File: src/rtl/model_ctrl_pkg.sv
// Shared types for the model controller: FSM state encoding.
package model_ctrl_pkg;

  typedef enum logic [2:0] {
    ST_IDLE,
    ST_LOAD,
    ST_ARMED,
    ST_STREAM,
    ST_DRAIN
  } state_e;

endpackage

File: src/rtl/model_ctrl.sv
// Sequences weight loading and frame streaming for the classifier model.
module model_ctrl
  import model_ctrl_pkg::*;
#(
  parameter int unsigned NUM_WEIGHTS  = 450,
  parameter logic [31:0] WT_BASE_ADDR = 32'd0,
  parameter int unsigned FRAME_PIXELS = 65536,
  parameter int unsigned OUT_COUNT    = 4096
) (
  input  logic        clk,
  input  logic        rst,
  input  logic        load_start,
  input  logic        frame_start,
  input  logic [31:0] ld_data,
  input  logic        ld_valid,
  output logic        ld_ready,
  output logic [31:0] weight_wr_data,
  output logic [31:0] weight_wr_addr,
  output logic        weight_wr_en,
  input  logic        src_valid,
  output logic        model_i_valid,
  input  logic        model_fifo_rd_en,
  output logic        src_rd_en,
  input  logic        cls_almost_full,
  input  logic        vertical_almost_full,
  input  logic        out_valid,
  output logic        weights_loaded,
  output logic        busy,
  output logic        frame_done
);

  localparam int unsigned IDX_W = $clog2(NUM_WEIGHTS + 1);
  localparam int unsigned PIX_W = $clog2(FRAME_PIXELS + 1);
  localparam int unsigned OUT_W = $clog2(OUT_COUNT + 1);

  localparam logic [IDX_W-1:0] IDX_LAST = IDX_W'(NUM_WEIGHTS - 1);
  localparam logic [IDX_W-1:0] IDX_ONE  = IDX_W'(1);
  localparam logic [PIX_W-1:0] PIX_LAST = PIX_W'(FRAME_PIXELS - 1);
  localparam logic [PIX_W-1:0] PIX_ONE  = PIX_W'(1);
  localparam logic [OUT_W-1:0] OUT_MAX  = OUT_W'(OUT_COUNT);
  localparam logic [OUT_W-1:0] OUT_ONE  = OUT_W'(1);

  state_e            state_q, state_d;
  logic [IDX_W-1:0]  idx_q, idx_d;
  logic [PIX_W-1:0]  pix_q, pix_d;
  logic [OUT_W-1:0]  out_q, out_d;
  logic              loaded_q, loaded_d;
  logic              done_q, done_d;
  logic              wr_en_q, wr_en_d;
  logic [31:0]       wr_data_q, wr_data_d;
  logic [31:0]       wr_addr_q, wr_addr_d;
  logic              accept;
  logic              in_stream;

  assign in_stream      = (state_q == ST_STREAM);
  assign ld_ready       = (state_q == ST_LOAD);
  assign accept         = ld_valid & ld_ready;
  assign model_i_valid  = src_valid & in_stream & ~cls_almost_full & ~vertical_almost_full;
  assign src_rd_en      = model_fifo_rd_en & in_stream;
  assign busy           = (state_q == ST_LOAD) | (state_q == ST_STREAM) | (state_q == ST_DRAIN);
  assign weights_loaded = loaded_q;
  assign frame_done     = done_q;
  assign weight_wr_en   = wr_en_q;
  assign weight_wr_data = wr_data_q;
  assign weight_wr_addr = wr_addr_q;

  always_comb begin
    state_d   = state_q;
    idx_d     = idx_q;
    pix_d     = pix_q;
    out_d     = out_q;
    loaded_d  = loaded_q;
    done_d    = 1'b0;
    wr_en_d   = 1'b0;
    wr_data_d = wr_data_q;
    wr_addr_d = wr_addr_q;

    if (accept) begin
      wr_en_d   = 1'b1;
      wr_data_d = ld_data;
      wr_addr_d = WT_BASE_ADDR + 32'(idx_q);
      idx_d     = idx_q + IDX_ONE;
    end

    // Output beats count in both STREAM and DRAIN so early results are not lost.
    if ((state_q == ST_STREAM || state_q == ST_DRAIN) && out_valid && out_q != OUT_MAX)
      out_d = out_q + OUT_ONE;

    if (src_rd_en)
      pix_d = pix_q + PIX_ONE;

    unique case (state_q)
      ST_IDLE: begin
        if (load_start) begin
          state_d = ST_LOAD;
          idx_d   = '0;
        end
      end
      ST_LOAD: begin
        if (accept && idx_q == IDX_LAST) begin
          state_d  = ST_ARMED;
          loaded_d = 1'b1;
        end
      end
      ST_ARMED: begin
        if (load_start) begin
          state_d  = ST_LOAD;
          loaded_d = 1'b0;
          idx_d    = '0;
        end else if (frame_start) begin
          state_d = ST_STREAM;
          pix_d   = '0;
          out_d   = '0;
        end
      end
      ST_STREAM: begin
        if (src_rd_en && pix_q == PIX_LAST)
          state_d = ST_DRAIN;
      end
      ST_DRAIN: begin
        if (out_q == OUT_MAX) begin
          state_d = ST_ARMED;
          done_d  = 1'b1;
        end
      end
      default: state_d = ST_IDLE;
    endcase
  end

  always_ff @(posedge clk) begin
    if (rst) begin
      state_q   <= ST_IDLE;
      idx_q     <= '0;
      pix_q     <= '0;
      out_q     <= '0;
      loaded_q  <= 1'b0;
      done_q    <= 1'b0;
      wr_en_q   <= 1'b0;
      wr_data_q <= '0;
      wr_addr_q <= WT_BASE_ADDR;
    end else begin
      state_q   <= state_d;
      idx_q     <= idx_d;
      pix_q     <= pix_d;
      out_q     <= out_d;
      loaded_q  <= loaded_d;
      done_q    <= done_d;
      wr_en_q   <= wr_en_d;
      wr_data_q <= wr_data_d;
      wr_addr_q <= wr_addr_d;
    end
  end

endmodule

File: config.mk
export PLATFORM = sky130hd
export DESIGN_NAME = model_ctrl
export DESIGN_NICKNAME = d
export VERILOG_FILES = /design/src/rtl/model_ctrl_pkg.sv /design/src/rtl/model_ctrl.sv
export SDC_FILE = /design/constraint.sdc
export NUM_CORES = 1
export LEC_CHECK = 0
export ABC_CLOCK_PERIOD_IN_PS = 1950
export BUFFER_PORTS_ARGS = -buffer_cell sky130_fd_sc_hd__buf_2
export CORE_UTILIZATION = 53
export CTS_BUF_LIST = sky130_fd_sc_hd__clkbuf_8
export DETAILED_ROUTE_END_ITERATION = 12
export GPL_ROUTABILITY_DRIVEN = 1
export GPL_TIMING_DRIVEN = 0
export PLACE_DENSITY = 0.82
export SYNTH_ARGS = -nofsm -noshare
export SYNTH_HDL_FRONTEND = slang
export SYNTH_SLANG_ARGS = --single-unit
export TNS_END_PERCENT = 50
File: constraint.sdc
create_clock -name clk -period 1.95 [get_ports clk]
set_input_delay 0.0975 -clock clk [delete_from_list [all_inputs] [get_ports clk]]
set_output_delay 0.0975 -clock clk [all_outputs]
set_load 0.01 [all_outputs]
== Yosys cells after proc, flatten, opt, wreduce, memory -nomap -nowiden ==
Cells that the tools add are included.
Storage, ports and cells
  register bits after elaboration: 86
  input bits: 42
  output and inout port bits: 71
  logic and storage cells: 70
Cells by class
  add/subtract/negate cells: 3
  equality and inequality tests: 14
  mux-type cells: 23
  bitwise gates (word level): 10
  reductions and logical operators: 11
Operators with widths (number)
  17-bit 2-to-1 mux: 4
  13-bit 2-to-1 mux: 4
  9-bit 2-to-1 mux: 3
  3-bit 2-to-1 mux: 6
  17-bit by 1-bit adder with 17-bit output, second input constant: 1
  17-bit by 16-bit == test with 1-bit output, second input constant: 1
  3-bit one-hot mux with 5 select lines: 1
  13-bit by 1-bit adder with 13-bit output, second input constant: 1
  13-bit == test, second input constant: 1
  13-bit inequality test, second input constant: 1
  9-bit by 1-bit adder with 9-bit output, second input constant: 1
  9-bit == test, second input constant: 1
  3-bit by 2-bit == test with 1-bit output, second input constant: 2
  2-bit by 1-bit inequality test with 1-bit output, second input constant: 3
  1-bit AND: 5
  5-bit AND reduction: 1
  1-bit logical AND: 4
  1-bit 2-to-1 mux: 4
  2-bit inequality test, second input constant: 2
  2-bit OR reduction: 2
  3-bit by 1-bit == test with 1-bit output, second input constant: 1
  3-bit == test, second input constant: 1
  3-bit logical NOT: 1
  3-bit inequality test, second input constant: 1
  other kinds (6): 9

== Depth between registers and ports, before layout ==
  word-level depth: 8
  mapped depth: 8
  depth with buffers taken out: 8

== Least setup slack after synthesis ==
OpenSTA, ideal clock, no wires.
  path kind: register -> register
  start point: register state_q[1]
  end point: register pix_q[11]
  library setup time: 0.070 ns
  arrival: 1.674 ns
  data required time: 1.880 ns
  slack: 0.205 ns
  cell stages (with the launch flop): 6
  buffers on the path: 1
  clock period less this slack: 1.745 ns
  cells stage by stage: dfxtp_1 > nand4b_4 > or4_1 > buf_2 > or3_1 > a21oi_1
On the way
  word-level cells in the longest chain between the ends: 6
  elaborated cells between the ends (all ways): 7
  classes of those cells: eq/ne (2); mux (4); bitwise (1)
Ends and longest elaborated chain
  from (decl): line model_ctrl.sv:43  | state_e state_q, state_d;
  from (signal assigned): line model_ctrl.sv:142  | state_q <= state_d;
  3-bit by 2-bit == test with 1-bit output: line model_ctrl.sv:55  | assign in_stream = (state_q == ST_STREAM);
  1-bit AND: line model_ctrl.sv:59  | assign src_rd_en = model_fifo_rd_en & in_stream;
  17-bit 2-to-1 mux: line model_ctrl.sv:89  | if (src_rd_en)
  17-bit 2-to-1 mux: line model_ctrl.sv:110  | end else if (frame_start) begin
  17-bit 2-to-1 mux: line model_ctrl.sv:106  | if (load_start) begin
  17-bit 2-to-1 mux (*): line model_ctrl.sv:92  | unique case (state_q)
  to (signal assigned): line model_ctrl.sv:144  | pix_q <= pix_d;
  to (decl): line model_ctrl.sv:45  | logic [PIX_W-1:0] pix_q, pix_d;
Every way passes the cells marked *; elsewhere a longest branch is shown, timed or not.
A chain may end at the register's enable or synchronous reset.

== Worst setup path in the final report ==
  start point: register pix_q[4]
  end point: register pix_q[15]
On the way
  word-level cells in the longest chain between the ends: 5
Ends and longest elaborated chain
  17-bit by 1-bit adder with 17-bit output (*): line model_ctrl.sv:90  | pix_d = pix_q + PIX_ONE;
  17-bit 2-to-1 mux (*): line model_ctrl.sv:89
  17-bit 2-to-1 mux: line model_ctrl.sv:110
  17-bit 2-to-1 mux: line model_ctrl.sv:106
  17-bit 2-to-1 mux (*): line model_ctrl.sv:92
Marks and branches as above.

==> results.md <==
- Nets: between 600 and 700
- Number of failing setup endpoints in the final timing report: 0
- Area of the multi-input gates: 1910 sq um
- Wire length of the first global-routing pass: ~16 mm
- Count of different cell masters after synthesis: between 40 and 50
- Root cell of the clock tree: clkbuf_8
- Vias per cell: around 5.4
- Inserted Clock Buffers: 9
- Endpoint of the worst hold-timing path: state_q[2]
- Outcome: completed
- Routed Antenna Nets: 0
- Finished Core Util: roughly 75%
- Via count of the first global-routing pass: 3,618
- EDFF count, synth: 0
- Aggregate global routing overflow: 0
- Clock Latency Late Sink: roughly 370 ps
- Kind of start point of the critical path: flip-flop
- Cell leakage power: 0.00212 uW
- Critical Path Fanout Max: 7
- Via count: 3,924
- Synthesized cell area: about 3800 sq um
- Count of boundary I/O pins: about 110
- Router iterations before antenna repair: 5
- Final worst setup slack: 56.2 ps
- Fmax: between 500 and 600 MHz
- Clock sink total: 86
- Start point of the worst hold path: model_fifo_rd_en
- Stage delay of the slowest cell on the critical path: 560 ps
- Yosys warns: 0
- Leading cell types by total area after synthesis: dfxtp_1 (46%), nand2_1 (10%), a21oi_1 (8.3%), buf_4 (4.6%), o21ai_0 (2.5%)
- Total wire length after detailed routing: 10.4 mm
- Hold-critical path depth: 3
- Final period util: ~97%
- Cells after synthesis: between 400 and 500
- Cell accounting for the most synthesized area: dfxtp_1
- Worst voltage drop across the vdd grid: approximately 540 uV
- Setup repair after global routing missed its margin: true
- Ordered cell list for the critical path: nand4_1 > or4_1 > buf_2 > or3_1 > a21oi_1
- Fillcell total: between 400 and 500
- Type of destination of the critical path: flip-flop
- Clock-pin slew reported for the worst setup and hold paths after clock tree synthesis: 80 ps
- Die ar.: 7470 sq um
- Crit path time final: around 1900 ps
- Launch instance of the worst register-to-register path: pix_q[4]
- Power per standard cell area: around 700 nW/um^2
- Most used DFF post-synth: dfxtp_1
- Global-route usage over all layers: between 20 and 30%
- Setup TNS after final layout: 0 ps
- Final Max Tran Viols: 0
- TritonCTS clock tree: built
- Share of the synthesized area in the top cell type: approximately 46%
- Destination of the worst register-to-register timing path: pix_q[15]
- Number of max-cap violations: 0
- Reg2Reg Setup Slack: roughly 56 ps
- 1st-iter DRT viols: 278
- Placeable core region: about 7000 sq um
- PnR Total Power: about 3600 uW
- Required time reported for the critical path endpoint: about 2300 ps
- Final routed wire length divided by cell count: between 10 and 15 microns
- Largest net degree at the start of global routing: 15
- CP max-delay cell: or4_1
- Antenna violations before repair: 1
- Register cell area after layout: 1730 sq um
- Average instance area after synthesis: approximately 8.1 sq um
- Number of buffers on the longest clock path: 2
- Die outline width: 86.4 microns
- Quantity of I/O buffers inserted on ports: 89
- Startpoint-to-endpoint class of the critical path: reg -> reg
- Depth of the worst register-to-register path: 5
- CTS H-tree lvls: 3
- Layout cell share with drive strength beyond 1: 26.9%
- Layout-stage area growth over the synthesis result: 34.8%
- DRC: 0
- Data arrival at the endpoint of the critical path: ~2200 ps
- Starting Density: between 50% and 60%
- Worst slack at placement: -49.1 ps
- Fraction of the yosys area taken by sequential cells: about 46%
- Worst hold path class: in -> reg
- Number of standard-cell rows in the floorplan: 30
- Proportion of register bits with asynchronous set or reset after synthesis: 0%
- Number of synthesized register bits: 86
- Clock skew after layout: 6.25 ps
- Vertical extent of the die: just under 90 microns
- Global placer's final weighted congestion: roughly 0.87
- Final hold violations: 0
- Detail Placement HPWL: 6.24 mm
-- layout make-up --
type	count	share of cell area, %
repair buffers	126	15.9
plain buffers	46	5.68
clock buffers	10	2.70
well taps	96	2.36
multi-input cells	346	37.5
diodes	1	0.0492
inverters	9	0.664
flip-flops and latches	86	34.0
clock inverters	6	1.23
-- per-stage QoR --
stage / area (sq um) / hold WS (ps) / std cells
CTS: 4960 / 81.2 / 720
detailed placement: 4420 / 343 / 672
floorplan: 3860 / 233 / 487
finish: 5090 / 124 / 726
global placement: 4420 / 338 / 672
global route: 5090 / 136 / 726
-- synth_stat cells (all sizes together), types with 2 or more instances --
| master | instances |
|---|---|
| a211oi | 3 |
| a21oi | 63 |
| and2 | 2 |
| and3 | 5 |
| and4 | 2 |
| buf | 36 |
| clkbuf | 10 |
| dfxtp | 86 |
| ha | 6 |
| inv | 8 |
| nand2 | 105 |
| nand2b | 3 |
| nand3 | 13 |
| nand4 | 6 |
| nor2 | 25 |
| nor3 | 7 |
| nor4 | 4 |
| nor4b | 2 |
| o2111ai | 4 |
| o21ai | 20 |
| o2bb2ai | 2 |
| o31ai | 2 |
| or3 | 14 |
| or4 | 5 |
| or4b | 2 |
| xnor2 | 10 |
| xor2 | 7 |
-- flip-flops by register name, summed over array words and instances (netlist names) --
signal	flops
frame_done	1
weight_wr_addr	9
idx_q	9
weight_wr_en	1
out_q	13
weight_wr_data	32
state_q	3
weights_loaded	1
pix_q	17
-- worst max-delay path, delay by kind of cell, from the launching register on --
kind | cells | cell delay (ps)
buffers and inverters | 1 | 170
AOI/OAI and AO/OA | 1 | 150
DFF | 1 | 390
and+or+nand+nor | 3 | 1110
-- worst max-delay path by stage --
stage,from,end,cells past startpoint
floorplan,state_q[1],pix_q[11],5
global placement,idx_q[0],state_q[0],5
detailed placement,idx_q[0],state_q[0],5
CTS,state_q[2],out_q[11],5
global route,pix_q[0],state_q[1],8
finish,pix_q[4],pix_q[15],5
-- layer usage --
metal	routed length, microns	vias up	global-route usage (%)
met5	0	-	0
met4	508	0	16.8
met3	532	50	7.90
met2	5300	160	47.3
met1	4050	1843	30.0
li1	-	1871	-
-- power by group --
part / leakage, uW / internal, uW / switching [uW] / total [uW]
Clock: 0.0000997 / 622 / 647 / 1270
Sequential: 0.000700 / 1800 / 32.2 / 1840
Combinational: 0.00132 / 208 / 265 / 473
Total: 0.00212 / 2630 / 944 / 3580
-- kinds of logic (layout without fill, tap and decap cells) --
family	after synthesis	after routing	share of synthesized area (%)
other cells	1	24	0.0993
xor+xnor	17	17	3.94
compound gates	100	100	14.8
simple gates	200	200	25.6
flops	86	86	45.6
fa+ha+maj	6	6	1.99
buf+inv	55	197	7.95
-- repair_timing --
item,in CTS,in global routing
hold endpoints to repair,32,0
endpoints found under the setup margin,42,74
resized for setup,9,31
pin swaps,0,4
setup buffers,0,5
hold buffers,32,0
-- layout by cell type (no fill, tap or decap), drive strengths merged, types with 4 or more instances in the layout --
master         n
dfxtp         86
xnor2         10
clkbuf        20
nand2        105
nor4           4
and3           5
o2111ai        4
buf          130
or3           14
nor2          25
ha             6
nand4          6
conb          23
xor2           7
or4            5
inv            9
o21ai         20
nand3         13
dlygate4sd3   32
nor3           7
a21oi         63
Power figures use the tool's default switching activity.
